==> config.mk <==
export PLATFORM = sky130hd
export DESIGN_NAME = eedc_decode
export DESIGN_NICKNAME = d
export VERILOG_FILES = /design/src/rtl/eedc_pkg.sv /design/src/rtl/eedc_syndrome.sv /design/src/rtl/eedc_decode.sv
export SDC_FILE = /design/constraint.sdc
export NUM_CORES = 1
export LEC_CHECK = 0
export CELL_PAD_IN_SITES_DETAIL_PLACEMENT = 1
export CELL_PAD_IN_SITES_GLOBAL_PLACEMENT = 1
export CORE_MARGIN = 5
export CORE_UTILIZATION = 30
export CTS_BUF_LIST = sky130_fd_sc_hd__clkbuf_16
export DETAILED_ROUTE_END_ITERATION = 8
export PLACE_DENSITY_LB_ADDON = 0.25
export REMOVE_ABC_BUFFERS = 1
export SYNTH_ARGS = -nofsm -noshare
export SYNTH_HDL_FRONTEND = slang
export SYNTH_HIERARCHICAL = 1
export SYNTH_SLANG_ARGS = --single-unit
==> constraint.sdc <==
create_clock -name clk -period 0.8 [get_ports clk]
set_input_delay 0.08 -clock clk [delete_from_list [all_inputs] [get_ports clk]]
set_output_delay 0.08 -clock clk [all_outputs]
set_load 0.02 [all_outputs]
==> src/rtl/eedc_pkg.sv <==
// Shared constants for the EEDC Hamming(11,7) datapath.
// Codeword bit i holds Hamming position i+1 (LSB = position 1).
package eedc_pkg;

  localparam int unsigned CW_W   = 11;
  localparam int unsigned DATA_W = 7;
  localparam int unsigned SYN_W  = 4;

  // Parity-coverage masks: bit i set when position i+1 feeds that syndrome bit
  localparam logic [CW_W-1:0] MASK_S1 = 11'h555;  // positions 1,3,5,7,9,11
  localparam logic [CW_W-1:0] MASK_S2 = 11'h666;  // positions 2,3,6,7,10,11
  localparam logic [CW_W-1:0] MASK_S4 = 11'h078;  // positions 4,5,6,7
  localparam logic [CW_W-1:0] MASK_S8 = 11'h780;  // positions 8,9,10,11

  // Hamming position carrying data bit k
  localparam int unsigned DATA_POS [DATA_W] = '{3, 5, 6, 7, 9, 10, 11};

  // Largest syndrome that names a real codeword position
  localparam logic [SYN_W-1:0] SYN_MAX_VALID = 4'd11;

  // Pull the data bits out of a codeword
  function automatic logic [DATA_W-1:0] extract_data(input logic [CW_W-1:0] cw);
    logic [DATA_W-1:0] d;
    d = '0;
    for (int unsigned k = 0; k < DATA_W; k++) begin
      d[k] = cw[DATA_POS[k] - 1];
    end
    return d;
  endfunction

endpackage

==> src/rtl/eedc_syndrome.sv <==
// Combinational Hamming(11,7) syndrome generator, output {s8,s4,s2,s1}.
module eedc_syndrome
  import eedc_pkg::*;
(
  input  logic [CW_W-1:0]  codeword,
  output logic [SYN_W-1:0] syndrome
);

  // Even-parity check over each coverage mask
  always_comb begin
    syndrome = {^(codeword & MASK_S8),
                ^(codeword & MASK_S4),
                ^(codeword & MASK_S2),
                ^(codeword & MASK_S1)};
  end

endmodule

==> src/rtl/eedc_decode.sv <==
// Hamming(11,7) single-error-correcting decoder with registered output.
// Optional status outputs (err_detected, err_uncorrectable, syndrome)
// are built only when EEDC_STATUS_EN is defined.
module eedc_decode
  import eedc_pkg::*;
(
  input  logic              clk,
  input  logic              rst,
  input  logic [CW_W-1:0]   encoded_input,
  output logic [DATA_W-1:0] decoded_output
`ifdef EEDC_STATUS_EN
  ,
  output logic              err_detected,
  output logic              err_uncorrectable,
  output logic [SYN_W-1:0]  syndrome
`endif
);

  logic [SYN_W-1:0] syn;
  logic [CW_W-1:0]  corrected;

  eedc_syndrome u_syndrome (
    .codeword (encoded_input),
    .syndrome (syn)
  );

  // Flip the position the syndrome names; 0 and 12..15 match no position
  always_comb begin
    corrected = encoded_input;
    for (int unsigned i = 0; i < CW_W; i++) begin
      if (SYN_W'(i + 1) == syn) begin
        corrected[i] = ~encoded_input[i];
      end
    end
  end

  // Register the corrected data
  always_ff @(posedge clk or posedge rst) begin
    if (rst) begin
      decoded_output <= '0;
    end else begin
      decoded_output <= extract_data(corrected);
    end
  end

`ifdef EEDC_STATUS_EN
  // Register the error status alongside the data
  always_ff @(posedge clk or posedge rst) begin
    if (rst) begin
      err_detected      <= 1'b0;
      err_uncorrectable <= 1'b0;
      syndrome          <= '0;
    end else begin
      err_detected      <= (syn != '0);
      err_uncorrectable <= (syn > SYN_MAX_VALID);
      syndrome          <= syn;
    end
  end
`endif

endmodule

* Word level (Yosys, flattened, before mapping)
Index checks and enable logic that the tools add are counted.
** Word-level totals
- Flip-flop bits (word level) :: 7
- Output and inout bits :: 7
- Word-level logic and storage cells :: 26
** Cells by class
- Eq/ne operators :: 7
- Mux-type cells :: 7
- Bitwise logic cells :: 7
- Reduce and logical (&&, ||, !) cells :: 4
** Operators with widths (number)
- 11-bit parity :: 4
- 3-bit by 4-bit equality test with 1-bit output, first input constant :: 3
- 4-bit equality test, first input constant :: 3
- 1-bit two-way mux :: 7
- 1-bit NOT :: 7
- 2-bit by 4-bit equality test with 1-bit output, first input constant :: 1

* Logic depth before layout (Yosys ltp)
Gate-level depths: netlist of run 1.
- Depth after elaboration :: 3
- Depth in mapped cells :: 4

* Hierarchy
The synthesis of run 1 kept the hierarchy.
** By module, submodules not included
- eedc_decode :: times used 1, cells an instance 22, area each 320.3 µm², sequential area each 175.2 µm²
- eedc_syndrome :: times used 1, cells an instance 12, area each 147.6 µm², sequential area each 0.0 µm²

* Worst setup path after synthesis of run 1
OpenSTA, ideal clock, no wires.
- Kind :: input-to-reg
- From :: input port encoded_input[4]
- To :: register decoded_output[2]
- Library setup time :: 79 ps
- Arrival time :: 1116 ps
- Path slack :: -395 ps
- Stages on the path :: 4
- Cell sequence :: xor2_2 > xnor3_1 > and4bb_1 > xor2_1
** On the way
- Longest elaborated chain between the ends :: 3
** RTL lines
- start: declaration :: line eedc_decode.sv:9 : input logic [CW_W-1:0] encoded_input,
- 11-bit parity :: line eedc_syndrome.sv:14 : ^(codeword & MASK_S1)};
- named net syn[0] :: line eedc_decode.sv:19 : logic [SYN_W-1:0] syn;
- 3-bit by 4-bit equality test with 1-bit output :: line eedc_decode.sv:31 : if (SYN_W'(i + 1) == syn) begin
- 1-bit two-way mux :: line eedc_decode.sv:31
- named net corrected[5] :: line eedc_decode.sv:20 : logic [CW_W-1:0] corrected;
- end signal: assignment :: line eedc_decode.sv:42 : decoded_output <= extract_data(corrected);
- end: declaration :: line eedc_decode.sv:10 : output logic [DATA_W-1:0] decoded_output
The timed path passes the listed nets, and every way through them passes these cells.

* Final worst setup path of run 1
Same ends and word-level chain as after synthesis.

==> metrics.sh, run 1 <==
START_UTIL=0.314
POWER-PER-CELL-AREA_nW_PER_UM2=2180
TIMING.CRITICAL_PATH.REQUIRED_NS=0.94
HOLD_PATH_CLASS='input pin to async pin'
POSTSYNTHREGISTERBITS=7
VIOLATIONS='setup timing'
CLOCK-SINKS=7
DIE_OUTLINE_WIDTH_UM=49.5
MAX_FLOP_REGISTER='decoded_output'
YS_TOP_CELLS_BY_AREA='sky130_fd_sc_hd__dfrtp_1 (37%), sky130_fd_sc_hd__xnor2_1 (19%), sky130_fd_sc_hd__and4bb_1 (13%), sky130_fd_sc_hd__xnor3_1 (9.6%), sky130_fd_sc_hd__xor2_1 (9.4%)'
CRITICAL_PATH_ARRIVAL_NS=1.38
CTS_INSERTED_BUFFERS=3
SETUP_VIOL_COUNT_FINAL=12
VIAS_PER_CELL=4.49
DR.PASS1.ITERS=1
FIN_SETUP_TNS_NS=-2.46
CTS_ROOT_BUFFER='sky130_fd_sc_hd__clkbuf_16'
ANTENNA_CELLS=0
FINAL_PERIOD_MINUS_WORST_SETUP_SLACK_NS=1.24
OUTCOME='complete, but fails checks'
POWER.TOTAL_mW=2.06
TIMING.CRITICAL_PATH.FANOUT_MAX=7
CTS_HOLD_REPAIR.BUFFERS=0
FINAL_CELL_AREA_UM2=947
SYNTH_CELL_TYPES=8
CRITPATHLAUNCHTYPE='input pin'
LAYOUT.CELLS.NON_FILLER=86
POST-PLACE-CELLS=80
WORST_SLEW_MARGIN_REL=0.814
TIMING_WORST_SLEW_PIN_VALUE_NS=0.277
SEQ_AREA_FRAC_SYNTH=0.374
DRT_ITER0_MARKERS=0
DRV_SLEW=0
HOLD_VIOLATION_COUNT_IN_THE_FINAL_REPORT=0
ANTENNA_VIOLATING_NETS_POST_ROUTE=0
FINAL_MIN_PERIOD_OVER_CLOCK_PERIOD=1.55
CLOCK.FMAX_MHz=806
HTREE_LEVELS=1
SYNTH.TOP_CELLS.BY_COUNT='sky130_fd_sc_hd__xnor2_1 (10), sky130_fd_sc_hd__dfrtp_1 (7), sky130_fd_sc_hd__and4bb_1 (5), sky130_fd_sc_hd__xor2_1 (5)'
SYNTH_TOP_AREA_SHARE=0.374
LAYOUT.AREA.SEQ_UM2=175
REG.LARGEST.LIST='decoded_output x7'
DRC_ERRORS=0
DP_HPWL_UM=1060
WORST_SETUP_PATH_END_KIND='flip-flop'
ANTENNA_FOUND_INITIAL=0
AVG_CELL_AREA_SYN_UM2=13.8
FINAL_UTIL=0.636
PLACEDINSTANCEAREA_UM2=761
IOS=20
PLACEABLECOREAREA_UM2=1490
UNREPAIRED_SETUP_ENDPOINTS_AFTER_GLOBAL_ROUTING='yes'
GRT_MAX_DEGREE=8
WL_PER_CELL_UM=15.9
PLACE.GP.CONGESTION=0.680
SYNTH.MOST_COMMON_CELL='sky130_fd_sc_hd__xnor2_1'
IRDROPWORSTVDD_uV=918
WORST_SETUP_HOLD_PATH_CLK_SLEW_NS=0.04
MAXCAPVIOLCOUNT=0
DIE-HEIGHT_UM=49.5
TOTALWIRELENGTH_UM=1370
LARGEST_REG_FLOPS=7
ROUTE.VIAS.TOTAL=386
BUFFER_PORTS.INSERTED=19
YOSYSWARNINGS=6
SYNTHARSTFLOPSHARE=1.00
WORSTSETUPPATHTYPE='input pin to flip-flop'
AREA_USED_BY_MULTI_INPUT_COMBINATIONAL_LOGIC_UM2=363
CTS_TREE='built'
SYNTH-MAIN-FF-CELL='sky130_fd_sc_hd__dfrtp_1'
SYNTHESIS.AREA_UM2=468
GRT_PASS1_VIAS=429
P_LEAK_nW=0.477
FINAL_LAYOUT_SIZE_SUFFIX_GT1_FRAC=0.643
SYNTH.LARGEST_AREA_CELL='sky130_fd_sc_hd__dfrtp_1'
CLK_PATH_BUF_DEPTH=2
SYNTH_EDF_COUNT=0
FINAL_NET_COUNT=84
DIE-AREA_UM2=2450
NETLIST_INSTANCES=34
STD_CELL_ROWS=14
GRT_USAGE=0.128
TOTAL_GR_OVERFLOW=0
WIRE_LENGTH_OF_THE_FIRST_GLOBAL_ROUTING_PASS_UM=2240
AREA.GROWTH.SYNTH_TO_FINAL_PCT=102
LAYOUT_SETUP_WS_NS=-0.441
FILLCELLCOUNT=154
==> critical path, stage by stage <==
cell and delay, ns:
sky130_fd_sc_hd__buf_8 0.10, sky130_fd_sc_hd__xor2_2 0.18, sky130_fd_sc_hd__xnor3_2 0.50, sky130_fd_sc_hd__and4bb_1 0.33, sky130_fd_sc_hd__xor2_1 0.19
==> per-layer routing <==
| metal | wire (um) | GRT usage |
|---|---|---|
| met5 | 0 | 0 |
| met4 | 15 | 0.0655 |
| met3 | 63 | 0.0301 |
| met2 | 811 | 0.225 |
| met1 | 477 | 0.142 |
==> timing repair <==
item                       CTS  global route
resized for setup          103             6
buffers inserted             3             0
setup endpoints to repair   14            14
pin swaps                   24            13
==> cell families after synthesis <==
family,Yosys count,synth area share
xor+xnor,19,0.447
simple gates,7,0.171
flops,7,0.374
buf+inv,1,0.00801
==> layout by cell type (no fill, tap or decap) <==
cell / instances
sky130_fd_sc_hd__dfrtp_1: 7
sky130_fd_sc_hd__buf_4: 8
sky130_fd_sc_hd__buf_6: 13
sky130_fd_sc_hd__clkdlybuf4s15_2: 1
sky130_fd_sc_hd__xor2_1: 5
sky130_fd_sc_hd__dlygate4sd2_1: 1
sky130_fd_sc_hd__nand4b_1: 2
sky130_fd_sc_hd__xnor2_4: 1
sky130_fd_sc_hd__xnor2_2: 7
sky130_fd_sc_hd__buf_2: 5
sky130_fd_sc_hd__inv_1: 2
sky130_fd_sc_hd__xnor2_1: 2
sky130_fd_sc_hd__buf_8: 3
sky130_fd_sc_hd__xnor3_2: 2
sky130_fd_sc_hd__xor2_2: 2
sky130_fd_sc_hd__and4bb_1: 5
sky130_fd_sc_hd__clkbuf_16: 3
sky130_fd_sc_hd__clkdlybuf4s50_1: 1
==> area by class of cell <==
class / instances / share of cell area
inverters: 1 / 0.00396
multi-input cells: 26 / 0.383
well taps: 16 / 0.0211
flip-flops and latches: 7 / 0.185
repair buffers: 32 / 0.324
clock inverters: 1 / 0.00396
clock buffers: 3 / 0.0793
==> how the worst max path moves through the flow <==
| stage | slack, ns | to | depth (start not counted) | start |
|---|---|---|---|---|
| 6_report | -0.44 | decoded_output[2]$_DFF_PP0_ | 5 | encoded_input[4] |
| 5_1_grt | -0.49 | decoded_output[2]$_DFF_PP0_ | 5 | encoded_input[4] |
| 4_1_cts | -0.44 | decoded_output[1]$_DFF_PP0_ | 6 | encoded_input[10] |
| 3_5_place_dp | -1.14 | decoded_output[5]$_DFF_PP0_ | 5 | encoded_input[6] |
| 3_3_place_gp | -1.02 | decoded_output[5]$_DFF_PP0_ | 5 | encoded_input[6] |
| 2_1_floorplan | -0.39 | decoded_output[2]$_DFF_PP0_ | 4 | encoded_input[4] |
==> power breakdown <==
part | switching [mW] | internal [mW] | leakage, nW | total [mW]
registers | 0.0309 | 0.419 | 0.0816 | 0.450
clock network | 0.185 | 0.650 | 0.0423 | 0.834
logic | 0.334 | 0.442 | 0.353 | 0.776
total | 0.549 | 1.51 | 0.477 | 2.06
==> metrics by stage <==
stage	hold WS, ns	setup slack (ns)
floorplan	-0.117	-0.395
global placement	0.321	-1.02
detailed placement	0.336	-1.14
CTS	0.110	-0.438
global route	0.128	-0.494
finish	0.0907	-0.441
No activity file was read; power rests on OpenSTA's default activity.
==> run 2, diff against run 1 <==
--- a/config.mk
+++ b/config.mk
@@ -5,10 +5,11 @@
 export SDC_FILE = /design/constraint.sdc
 export NUM_CORES = 1
 export LEC_CHECK = 0
-export CELL_PAD_IN_SITES_DETAIL_PLACEMENT = 1
+export ABC_AREA = 1
+export CELL_PAD_IN_SITES_DETAIL_PLACEMENT = 0
 export CELL_PAD_IN_SITES_GLOBAL_PLACEMENT = 1
 export CORE_MARGIN = 5
-export CORE_UTILIZATION = 30
+export CORE_UTILIZATION = 29
 export CTS_BUF_LIST = sky130_fd_sc_hd__clkbuf_16
 export DETAILED_ROUTE_END_ITERATION = 8
 export PLACE_DENSITY_LB_ADDON = 0.25
==> metrics.sh, run 2 <==
OUTCOME='complete, but fails checks'  # unchanged
VIOLATIONS='setup timing'  # unchanged
AREA.GROWTH.SYNTH_TO_FINAL_PCT=93.2  # was 102%
DP_HPWL_UM=1080  # was 1060 um
AREA_USED_BY_MULTI_INPUT_COMBINATIONAL_LOGIC_UM2=489  # was 363 um2
SEQUENTIAL_POWER_SHARE=0.205  # was 0.219
START_UTIL=0.305  # was 0.314
DIE_OUTLINE_WIDTH_UM=55.7  # was 49.5 um
BUFFER_PORTS.INSERTED=19  # unchanged
SEQ_AREA_FRAC_SYNTH=0.290  # was 0.374
NETLIST_INSTANCES=101  # was 34
POWER.SHARE.COMBINATIONAL=0.385  # was 0.377
YS_TOP_CELLS_BY_AREA='sky130_fd_sc_hd__nand2_1 (32%), sky130_fd_sc_hd__dfrtp_1 (29%), sky130_fd_sc_hd__inv_1 (8.1%), sky130_fd_sc_hd__nand2_2 (5.2%), sky130_fd_sc_hd__nand3_1 (5.0%)'  # was sky130_fd_sc_hd__dfrtp_1 (37%), sky130_fd_sc_hd__xnor2_1 (19%), sky130_fd_sc_hd__and4bb_1 (13%), sky130_fd_sc_hd__xnor3_1 (9.6%), sky130_fd_sc_hd__xor2_1 (9.4%)
LARGEST_REG_FLOPS=7  # unchanged
PLACE.GP.CONGESTION=0.794  # was 0.680
LEADING_CELL_TYPE_IN_THE_LAYOUT_FILL_AND_TAPS_EXCLUDED='sky130_fd_sc_hd__nand2_1'  # was sky130_fd_sc_hd__buf_6
CLOCK-SINKS=7  # unchanged
POWER-PER-CELL-AREA_nW_PER_UM2=1710  # was 2180 nW/um2
CRITICAL_PATH.SLOWEST_CELL='sky130_fd_sc_hd__buf_6'  # was sky130_fd_sc_hd__xnor3_2
ANTENNA_FOUND_INITIAL=0  # unchanged
CTS_TREE='built'  # unchanged
VIAS_PER_CELL=4.19  # was 4.49
DRC_ERRORS=0  # unchanged
POST-PLACE-CELLS=156  # was 80
CLK_PATH_BUF_DEPTH=2  # unchanged
MAX_FLOP_REGISTER='decoded_output'  # unchanged
CRITPATHLAUNCHTYPE='input pin'  # unchanged
P_SWITCHING_uW=595  # was 549 uW
CTS_INSERTED_BUFFERS=3  # unchanged
FINAL_NET_COUNT=149  # was 84
FINAL_MIN_PERIOD_OVER_CLOCK_PERIOD=1.10  # was 1.55
SYNTH_TOP_AREA_SHARE=0.317  # was 0.374
PWR-SHARE-CLK=0.409  # was 0.405
SYNTHESIS.AREA_UM2=604  # was 468 um2
TIMING.CRITICAL_PATH.FANOUT_MAX=5  # was 7
PLACEABLECOREAREA_UM2=1980  # was 1490 um2
WORST_SETUP_PATH_END_KIND='flip-flop'  # unchanged
SYNTH_CELL_TYPES=11  # was 8
CLOCK.FMAX_MHz=1130  # was 806 MHz
CTS_ROOT_BUFFER='sky130_fd_sc_hd__clkbuf_16'  # unchanged
STD_CELL_ROWS=16  # was 14
ANTENNA_CELLS=0  # unchanged
TOTAL_GR_OVERFLOW=0  # unchanged
SYNTH-MAIN-FF-CELL='sky130_fd_sc_hd__dfrtp_1'  # unchanged
SWSHARE=0.297  # was 0.267
DRT_ITER0_MARKERS=2  # was 0
SYNTHARSTFLOPSHARE=1.00  # unchanged
FILLCELLCOUNT=177  # was 154
CRITPATHMAXSTAGEDELAY_NS=0.12  # was 0.50 ns
DRV_SLEW=0  # unchanged
DR.PASS1.ITERS=3  # was 1
POWER.TOTAL_mW=2.00  # was 2.06 mW
SETUP_VIOL_COUNT_FINAL=8  # was 12
IRDROPWORSTVDD_uV=1100  # was 918 uV
GRT_MAX_DEGREE=8  # unchanged
GRT_USAGE=0.0983  # was 0.128
SYNTH_EDF_COUNT=0  # unchanged
YOSYSWARNINGS=6  # unchanged
GRT_PASS1_VIAS=628  # was 429
COMMONEST_NON_FILL_NON_TAP_CELLS_IN_THE_LAYOUT='sky130_fd_sc_hd__nand2_1 (37), sky130_fd_sc_hd__nand2_2 (17), sky130_fd_sc_hd__buf_4 (13), sky130_fd_sc_hd__buf_6 (10), sky130_fd_sc_hd__inv_1 (8)'  # was sky130_fd_sc_hd__buf_6 (13), sky130_fd_sc_hd__buf_4 (8), sky130_fd_sc_hd__dfrtp_1 (7), sky130_fd_sc_hd__xnor2_2 (7)
WORSTSETUPPATHTYPE='input pin to flip-flop'  # unchanged
ROUTE.VIAS.TOTAL=678  # was 386
SYNTH.MOST_COMMON_CELL='sky130_fd_sc_hd__nand2_1'  # was sky130_fd_sc_hd__xnor2_1
WL_PER_CELL_UM=8.78  # was 15.9 um
LAYOUT.AREA.SEQ_UM2=175  # unchanged
WORST_SLEW_MARGIN_REL=0.837  # was 0.814
PATH_CELLS='buf_8 -> nand2_1 -> nand2_2 -> nand2_2 -> nand2_1 -> nand2_1 -> nand2_2 -> buf_6 -> nor2_4 -> nand2_1 -> nand2_1 -> nand2_1'  # was buf_8 -> xor2_2 -> xnor3_2 -> and4bb_1 -> xor2_1
IOS=20  # unchanged
HOLD_PATH_CLASS='input pin to async pin'  # unchanged
P_LEAK_nW=0.621  # was 0.477 nW
TIMING.CRITICAL_PATH.REQUIRED_NS=0.92  # was 0.94 ns
FINAL_LAYOUT_SIZE_SUFFIX_GT1_FRAC=0.541  # was 0.643
MAXCAPVIOLCOUNT=0  # unchanged
HOLD_VIOLATION_COUNT_IN_THE_FINAL_REPORT=0  # unchanged
PLACEDINSTANCEAREA_UM2=896  # was 761 um2
SYNTH.LARGEST_AREA_CELL='sky130_fd_sc_hd__nand2_1'  # was sky130_fd_sc_hd__dfrtp_1
CRITICAL-PATH-TOP-CELL-BY-COUNT='sky130_fd_sc_hd__nand2_1'
WIRE_LENGTH_OF_THE_FIRST_GLOBAL_ROUTING_PASS_UM=2440  # was 2240 um
POSTSYNTHREGISTERBITS=7  # unchanged
UNREPAIRED_SETUP_ENDPOINTS_AFTER_GLOBAL_ROUTING='yes'  # unchanged
ANTENNA_VIOLATING_NETS_POST_ROUTE=0  # unchanged
DIE-HEIGHT_UM=55.7  # was 49.5 um
TOTALWIRELENGTH_UM=1420  # was 1370 um
AVG_CELL_AREA_SYN_UM2=5.98  # was 13.8 um2
SYNTH.TOP_CELLS.BY_COUNT='sky130_fd_sc_hd__nand2_1 (51), sky130_fd_sc_hd__inv_1 (13), sky130_fd_sc_hd__dfrtp_1 (7), sky130_fd_sc_hd__nand3_1 (6)'  # was sky130_fd_sc_hd__xnor2_1 (10), sky130_fd_sc_hd__dfrtp_1 (7), sky130_fd_sc_hd__and4bb_1 (5), sky130_fd_sc_hd__xor2_1 (5)
LAYOUT.CELLS.NON_FILLER=162  # was 86
TIMING_WORST_SLEW_PIN_VALUE_NS=0.244  # was 0.277 ns
MINIMUM_SETUP_SLACK_AFTER_PLACEMENT_NS=-0.939  # was -1.14 ns
DIE-AREA_UM2=3100  # was 2450 um2
WORST_SETUP_HOLD_PATH_CLK_SLEW_NS=0.03  # was 0.04 ns
CTS_HOLD_REPAIR.BUFFERS=0  # unchanged
CRITICAL_PATH_ARRIVAL_NS=1.00  # was 1.38 ns
LAYOUT_SETUP_WS_NS=-0.0835  # was -0.441 ns
FINAL_PERIOD_MINUS_WORST_SETUP_SLACK_NS=0.884  # was 1.24 ns
FINAL_CELL_AREA_UM2=1170  # was 947 um2
REG.LARGEST.LIST='decoded_output x7'  # unchanged
HTREE_LEVELS=1  # unchanged
INTERNAL-POWER_mW=1.41  # was 1.51 mW
-- run 2: path summary, 6_finish.rpt --
path,end,slack (ns),startpoint
min in group clk,decoded_output[5]$_DFF_PP0_,0.15,encoded_input[9]
setup / recovery,decoded_output[1]$_DFF_PP0_,-0.08,encoded_input[10]
max in group asynchronous,decoded_output[0]$_DFF_PP0_,0.52,rst
hold / removal,decoded_output[5]$_DFF_PP0_,0.08,rst
-- run 2: timing repair --
action / CTS / global route
cloned: 0 / 0
setup buffers: 2 / 0
pin swaps: 31 / 22
gates resized for setup: 130 / 22
endpoints found under the setup margin: 14 / 14
-- run 2: layout make-up --
cell class,count,share of cell area
clock buffer,3,0.0643
clock inverter,1,0.00322
inverter,18,0.0772
multi-input combinational,76,0.419
sequential,7,0.150
tap,27,0.0289
timing repair buffer,30,0.257
-- run 2: per-stage QoR --
step	TNS [ns]	hold slack (ns)	util
global placement	-7.30	0.318	0.452
floorplan	-1.59	-0.117	-
CTS	-0.582	0.0859	0.555
finish	-0.495	0.0798	0.589
detailed placement	-7.47	0.317	0.452
global route	-1.28	0.115	0.589
-- run 2: power groups by stage --
stage	Combinational, mW	Clock (mW)	Sequential (mW)
after floorplan	0.284	0	0.458
after global placement	0.586	0	0.406
after detailed placement	0.593	0	0.406
after CTS	0.725	0.830	0.410
after global routing	0.848	0.842	0.413
final	0.771	0.819	0.411
-- run 2: cell families (layout without fill, tap and decap cells) --
group | Yosys count | count (layout) | synth area share
DFF | 7 | 7 | 0.290
xor gates and xnor gates | 6 | 6 | 0.0870
and+or+nand+nor | 70 | 70 | 0.511
buffers and inverters | 18 | 52 | 0.112
-- run 2: per-layer routing --
metal,up-vias,share of wire,global-route usage
met4,0,0.019,0.0521
met2,16,0.53,0.181
li1,366,-,-
met3,4,0.058,0.0278
met5,-,0,0
met1,292,0.39,0.0987
-- run 2: worst max-delay path: cells and delay by family --
family / cells / cell delay (ns)
buffers and inverters: 2 / 0.23
and+or+nand+nor: 10 / 0.68
